File: src/rtl/jtag_uart_master_if.sv
// -----------------------------------------------------------------------------
// jtag_uart_master_if
// Bundles the Avalon-MM master port towards a JTAG UART slave together with
// the byte-stream tx/rx handshakes of jtag_uart_master.
//   master modport : view of jtag_uart_master
//     avm_*   : Avalon-MM chipselect/address/read_n/write_n/writedata out,
//               readdata/waitrequest in
//     tx_*    : byte stream into the master (tx_data/tx_valid in, tx_ready out)
//     rx_*    : byte stream out of the master (rx_data/rx_valid out, rx_ready in)
//   slave modport  : view of the Avalon slave plus the stream producer/consumer
// -----------------------------------------------------------------------------
interface jtag_uart_master_if;
    logic        avm_chipselect;
    logic        avm_address;
    logic        avm_read_n;
    logic [31:0] avm_readdata;
    logic        avm_write_n;
    logic [31:0] avm_writedata;
    logic        avm_waitrequest;

    logic [7:0]  tx_data;
    logic        tx_valid;
    logic        tx_ready;
    logic [7:0]  rx_data;
    logic        rx_valid;
    logic        rx_ready;

    modport master (
        output avm_chipselect, avm_address, avm_read_n, avm_write_n, avm_writedata,
        input  avm_readdata, avm_waitrequest,
        input  tx_data, tx_valid,
        output tx_ready,
        output rx_data, rx_valid,
        input  rx_ready
    );

    modport slave (
        input  avm_chipselect, avm_address, avm_read_n, avm_write_n, avm_writedata,
        output avm_readdata, avm_waitrequest,
        output tx_data, tx_valid,
        input  tx_ready,
        input  rx_data, rx_valid,
        output rx_ready
    );
endinterface

File: src/rtl/jtag_uart_master.sv
// -----------------------------------------------------------------------------
// jtag_uart_master
// Avalon-MM master that moves bytes between a one-entry tx/rx holding register
// pair and a JTAG UART slave. It caches the slave's free TX space (wspace) and
// polls the control/data registers with a back-off timer when nothing is
// available.
//   clk_clk     : system clock, rising edge
//   reset_reset : synchronous active-high reset
//   bus         : jtag_uart_master_if.master (Avalon-MM + tx/rx byte streams)
// Parameter POLL_INTERVAL (2..65535): idle cycles between unproductive polls.
// -----------------------------------------------------------------------------
module jtag_uart_master #(
    parameter int unsigned POLL_INTERVAL = 64
) (
    input  logic                  clk_clk,
    input  logic                  reset_reset,
    jtag_uart_master_if.master    bus
);

    localparam logic [15:0] TimerLoad = 16'(POLL_INTERVAL - 1);

    typedef enum logic [1:0] {StIdle, StWrData, StRdCtrl, StRdData} state_e;

    state_e      r_state;
    state_e      w_state_d;

    logic        r_chipselect;
    logic        r_address;
    logic        r_read_n;
    logic        r_write_n;
    logic [31:0] r_writedata;

    logic        r_tx_full;
    logic [7:0]  r_tx_data;
    logic        r_rx_full;
    logic [7:0]  r_rx_data;
    logic [15:0] r_wspace;
    logic [15:0] r_timer;

    logic        w_done;
    logic        w_tx_fire;
    logic        w_rx_pop;
    logic        w_expired;
    logic        w_rvalid;
    logic [15:0] w_rd_hi;
    logic        w_unused_rdata;

    assign w_done    = (r_state != StIdle) && !bus.avm_waitrequest;
    assign w_tx_fire = bus.tx_valid && !r_tx_full;
    assign w_rx_pop  = r_rx_full && bus.rx_ready;
    assign w_expired = (r_timer == 16'd0);
    assign w_rvalid  = bus.avm_readdata[15];
    assign w_rd_hi   = bus.avm_readdata[31:16];
    assign w_unused_rdata = ^bus.avm_readdata[14:8];

    // State register
    always_ff @(posedge clk_clk) begin
        if (reset_reset) begin
            r_state <= StIdle;
        end else begin
            r_state <= w_state_d;
        end
    end

    // Next-state: IDLE arbitrates write > control poll > data poll
    always_comb begin
        w_state_d = r_state;
        unique case (r_state)
            StIdle: begin
                if (r_tx_full && (r_wspace != 16'd0)) begin
                    w_state_d = StWrData;
                end else if (r_tx_full && w_expired) begin
                    w_state_d = StRdCtrl;
                end else if (!r_rx_full && w_expired) begin
                    w_state_d = StRdData;
                end
            end
            default: begin
                if (!bus.avm_waitrequest) begin
                    w_state_d = StIdle;
                end
            end
        endcase
    end

    // Avalon outputs are registered from the next state, so they stay frozen
    // while the slave stalls and drop the cycle after completion.
    always_ff @(posedge clk_clk) begin
        if (reset_reset) begin
            r_chipselect <= 1'b0;
            r_address    <= 1'b0;
            r_read_n     <= 1'b1;
            r_write_n    <= 1'b1;
            r_writedata  <= 32'h0;
        end else begin
            r_chipselect <= (w_state_d != StIdle);
            r_address    <= (w_state_d == StRdCtrl);
            r_read_n     <= !((w_state_d == StRdCtrl) || (w_state_d == StRdData));
            r_write_n    <= (w_state_d != StWrData);
            if (w_state_d == StWrData) begin
                r_writedata <= {24'h0, r_tx_data};
            end
        end
    end

    // Holding registers, wspace cache and poll timer
    always_ff @(posedge clk_clk) begin
        if (reset_reset) begin
            r_tx_full <= 1'b0;
            r_tx_data <= 8'h0;
            r_rx_full <= 1'b0;
            r_rx_data <= 8'h0;
            r_wspace  <= 16'd0;
            r_timer   <= 16'd0;
        end else begin
            if (w_tx_fire) begin
                r_tx_full <= 1'b1;
                r_tx_data <= bus.tx_data;
            end else if ((r_state == StWrData) && w_done) begin
                r_tx_full <= 1'b0;
            end

            if ((r_state == StRdData) && w_done && w_rvalid) begin
                r_rx_full <= 1'b1;
                r_rx_data <= bus.avm_readdata[7:0];
            end else if (w_rx_pop) begin
                r_rx_full <= 1'b0;
            end

            if ((r_state == StRdCtrl) && w_done) begin
                r_wspace <= w_rd_hi;
            end else if ((r_state == StWrData) && w_done && (r_wspace != 16'd0)) begin
                r_wspace <= r_wspace - 16'd1;
            end

            // Back off only when a poll found nothing; a successful poll
            // leaves the timer expired so the follow-up goes out at once.
            if ((r_state == StRdCtrl) && w_done && (w_rd_hi == 16'd0)) begin
                r_timer <= TimerLoad;
            end else if ((r_state == StRdData) && w_done && !w_rvalid) begin
                r_timer <= TimerLoad;
            end else if (!w_expired) begin
                r_timer <= r_timer - 16'd1;
            end
        end
    end

    assign bus.avm_chipselect = r_chipselect;
    assign bus.avm_address    = r_address;
    assign bus.avm_read_n     = r_read_n;
    assign bus.avm_write_n    = r_write_n;
    assign bus.avm_writedata  = r_writedata;
    assign bus.tx_ready       = !r_tx_full;
    assign bus.rx_valid       = r_rx_full;
    assign bus.rx_data        = r_rx_data;

endmodule

File: src/flat_wrapper.sv
// flat-port wrapper written by rule: the top's interface ports become plain ports
module jtag_uart_master_flat 
#(
    parameter int unsigned POLL_INTERVAL = 64
)
  (clk_clk, reset_reset, bus_avm_chipselect, bus_avm_address, bus_avm_read_n, bus_avm_write_n, bus_avm_writedata, bus_avm_readdata, bus_avm_waitrequest, bus_tx_data, bus_tx_valid, bus_tx_ready, bus_rx_data, bus_rx_valid, bus_rx_ready);
  jtag_uart_master_if bus_i ();
  input  logic clk_clk;
  input  logic reset_reset;
  output wire logic [$bits(bus_i.avm_chipselect)-1:0] bus_avm_chipselect;
  output wire logic [$bits(bus_i.avm_address)-1:0] bus_avm_address;
  output wire logic [$bits(bus_i.avm_read_n)-1:0] bus_avm_read_n;
  output wire logic [$bits(bus_i.avm_write_n)-1:0] bus_avm_write_n;
  output wire logic [$bits(bus_i.avm_writedata)-1:0] bus_avm_writedata;
  input wire logic [$bits(bus_i.avm_readdata)-1:0] bus_avm_readdata;
  input wire logic [$bits(bus_i.avm_waitrequest)-1:0] bus_avm_waitrequest;
  input wire logic [$bits(bus_i.tx_data)-1:0] bus_tx_data;
  input wire logic [$bits(bus_i.tx_valid)-1:0] bus_tx_valid;
  output wire logic [$bits(bus_i.tx_ready)-1:0] bus_tx_ready;
  output wire logic [$bits(bus_i.rx_data)-1:0] bus_rx_data;
  output wire logic [$bits(bus_i.rx_valid)-1:0] bus_rx_valid;
  input wire logic [$bits(bus_i.rx_ready)-1:0] bus_rx_ready;
  assign bus_avm_chipselect = bus_i.avm_chipselect;
  assign bus_avm_address = bus_i.avm_address;
  assign bus_avm_read_n = bus_i.avm_read_n;
  assign bus_avm_write_n = bus_i.avm_write_n;
  assign bus_avm_writedata = bus_i.avm_writedata;
  assign bus_i.avm_readdata = bus_avm_readdata;
  assign bus_i.avm_waitrequest = bus_avm_waitrequest;
  assign bus_i.tx_data = bus_tx_data;
  assign bus_i.tx_valid = bus_tx_valid;
  assign bus_tx_ready = bus_i.tx_ready;
  assign bus_rx_data = bus_i.rx_data;
  assign bus_rx_valid = bus_i.rx_valid;
  assign bus_i.rx_ready = bus_rx_ready;
  jtag_uart_master #(.POLL_INTERVAL(POLL_INTERVAL)) u_core (.clk_clk(clk_clk), .reset_reset(reset_reset), .bus(bus_i));
endmodule
File: config.mk
export PLATFORM = sky130hd
export DESIGN_NAME = jtag_uart_master_flat
export DESIGN_NICKNAME = d
export VERILOG_FILES = /design/src/rtl/jtag_uart_master_if.sv /design/src/rtl/jtag_uart_master.sv /design/src/flat_wrapper.sv
export SDC_FILE = /design/constraint.sdc
export NUM_CORES = 1
export LEC_CHECK = 0
export CAP_MARGIN = 20
export CORE_UTILIZATION = 45
export CTS_BUF_LIST = sky130_fd_sc_hd__clkbuf_16
export DETAILED_ROUTE_END_ITERATION = 10
export HOLD_SLACK_MARGIN = 0.12
export PLACE_DENSITY = 0.85
export SETUP_SLACK_MARGIN = 0.15
export SLEW_MARGIN = 20
export SYNTH_ARGS = -nofsm -noshare
export SYNTH_HDL_FRONTEND = slang
export SYNTH_SLANG_ARGS = --single-unit
File: constraint.sdc
create_clock -name clk_clk -period 7.3 [get_ports clk_clk]
set_input_delay 2.19 -clock clk_clk [delete_from_list [all_inputs] [get_ports clk_clk]]
set_output_delay 2.19 -clock clk_clk [all_outputs]
set_load 0.05 [all_outputs]
==> impl_metrics.ini <==
[outcome]
status = finished clean

[clocking]
ctsResizeCount = 0
clock_path_buffers = 2
path_clk_slew_ps = 50
post_cts_buffers = 0
cts_tree = yes
cts_hold_buf = 0
ctsRootBufferMaster = clkbuf_16
clk_latency_ps = 330
cts_buffers = 9
htreeDepth = 3
cts.sinks = 64

[sta]
skew_ps = 6.56
slew-limit-headroom = 0.300
fin_tns_setup_ps = 0
max_freq_mhz = 233
setup_violations = 0
final_hold_viol_count = 0
rsz0062_at_grt = no
final_max_slew_viol_count = 0
period_needed_ps = 4290
worst_pin_slew_ps = 1050
period_share = 0.588

[final_layout]
drive_above_1_share = 0.0785
layout_common_cells = dfxtp_1 (64), clkdlybuf4s50_1 (58), nand2_1 (53)
fillers = 612
nets = 476
final_common_cell = dfxtp_1
area_delta_synth_final_pct = 26.5
insertedDiodeCount = 0
fin_cells = 513

[worst_setup_path]
critical_path_required_ps = 7470
worstPathMaxFanout = 10
startpoint_type = input pin
end_kind = flip-flop
critPathKind = in -> reg
critical-path-slowest-cell = nor3b_1
path_cells = clkdlybuf4s50_1 > nor3b_1 > nand2_1 > a2111o_1 > nand3_1 > a21oi_1
critPathMaxStageDelay_ps = 910
cp_num_buf_inv = 1
arrival_ps = 4460
cpLargestDelayFamily = simple AND/OR/NAND/NOR gates

[yosys]
postSynthAreaPerCell_um2 = 8.33
synthDistinctLibCells = 56
yosysTopAreaCellShare = 0.409
synthFlopType = dfxtp_1
synth_area_leaders = dfxtp_1 (41%), nand2_1 (6.4%), buf_4 (5.8%), a21oi_1 (5.6%), nor2_1 (4.6%)
yosysTopAreaCell = dfxtp_1
ys_warn_count = 0
synth_edf_count = 0
synthCells = 376
async_flop_share = 0
ys_seq_area_frac = 0.409
ys_ff_latch = 64
synth_area_um2 = 3130

[floorplan]
fp.dieW_um = 85.4
boundaryPins = 91
dieArea_um2 = 7300
die_y_um = 85.4
start_util = 0.464
rows = 30
core_area_um2 = 6760

[min_path]
hp-class = reg -> reg

[drt]
routed_wirelength_mm = 7.28
postRouteAntennaNets = 0
vias = 2867
wl_per_cell_um = 14.2
vias_per_cell = 5.59
drtIter0Drc = 289
drc = 0
drt_pass1_iterations = 5

[grt]
grt_max_degree = 57
antenna_found_initial = 0
grt-ovfl-total = 0
first_global_vias = 2727
grt_usage = 0.215
grt_pass1_wl_mm = 12.3

[placement]
gp_congestion = 0.947
numPlacedInstances = 497
hpwl_mm = 5.04
io_buffers = 59

[pwr]
cellLeakagePower_nw = 1.42
irDropWorstVdd_uv = 195
powerDensity_nw_per_um2 = 409

[job]
drv_cap = 0
## worst reg2reg max path, delay by kind of cell, from the launching register on
family | cells | cell delay, ps
compound gates | 2 | 610
flops | 1 | 360
mux | 1 | 390
simple gates | 2 | 1000
## report_power, final
part	switching, mW	leakage, nW	internal, mW	total (mW)
Combinational	0.421	0.753	0.278	0.699
Sequential	0.0682	0.520	0.421	0.490
Clock	0.164	0.143	0.267	0.432
## per-stage QoR
step,utilization,setup WS [ps],instance area [µm²],hold slack [ps],total power [mW]
floorplan,-,3500,3220,436,1.06
global placement,0.541,2780,3660,442,1.15
detailed placement,0.541,2750,3660,449,1.18
CTS,0.586,3080,3960,459,1.62
global route,0.586,2820,3960,478,1.72
finish,0.586,3010,3960,456,1.62
## path summary, 6_finish.rpt
check,from,end,slack [ps],cells past startpoint
hold / removal,u_core.bus.rx_data[5],u_core.bus.rx_data[5],460,2
setup / recovery,bus_avm_waitrequest,u_core.r_wspace[11],3010,6
hold reg to reg,u_core.bus.rx_data[5],u_core.bus.rx_data[5],460,2
setup reg to reg,u_core.r_wspace[2],u_core.r_wspace[6],4870,5
## metal layers
layer  global-route usage  vias up  wire, µm
li1                     -     1399         -
met1                0.253     1319      3140
met2                0.348      136      3370
met3               0.0623       13       596
met4                0.126        0       174
met5                    0        -         0
## state kept, by name, summed over array words and instances, names as in the netlist
register / count
u_core.bus.avm_address: 1
u_core.bus.avm_chipselect: 1
u_core.bus.avm_read_n: 1
u_core.bus.avm_write_n: 1
u_core.bus.avm_writedata: 8
u_core.bus.rx_data: 8
u_core.bus.rx_valid: 1
u_core.r_state: 2
u_core.r_timer: 16
u_core.r_tx_data: 8
u_core.r_tx_full: 1
u_core.r_wspace: 16
## cells in the mapped netlist, types with 6 or more instances
library cell,instances
nor4_1,10
a21oi_1,35
dfxtp_1,64
mux2i_1,8
xnor2_1,7
clkbuf_1,17
a31oi_1,8
nand4_1,6
nor3_1,8
buf_4,24
nand3_1,9
nor2_1,38
nand2_1,53
## cells by family after synthesis
kind of cell | Yosys count | synth area share
and+or+nand+nor | 169 | 0.278
AOI/OAI and AO/OA | 70 | 0.145
DFF | 64 | 0.409
buffers and inverters | 47 | 0.0875
xor gates and xnor gates | 12 | 0.0336
muxes | 10 | 0.0328
adders and majority gates | 3 | 0.0120
other | 1 | 0.00120
## area by class of cell
type	count	area, µm²	area share
inverter	5	18.8	0.00474
multi-input combinational	288	1660	0.420
sequential	64	1280	0.323
clock inverter	7	80.1	0.0202
tap	80	100	0.0253
timing repair buffer	60	593	0.150
clock buffer	9	225	0.0569
No activity file was read; power rests on OpenSTA's default activity.
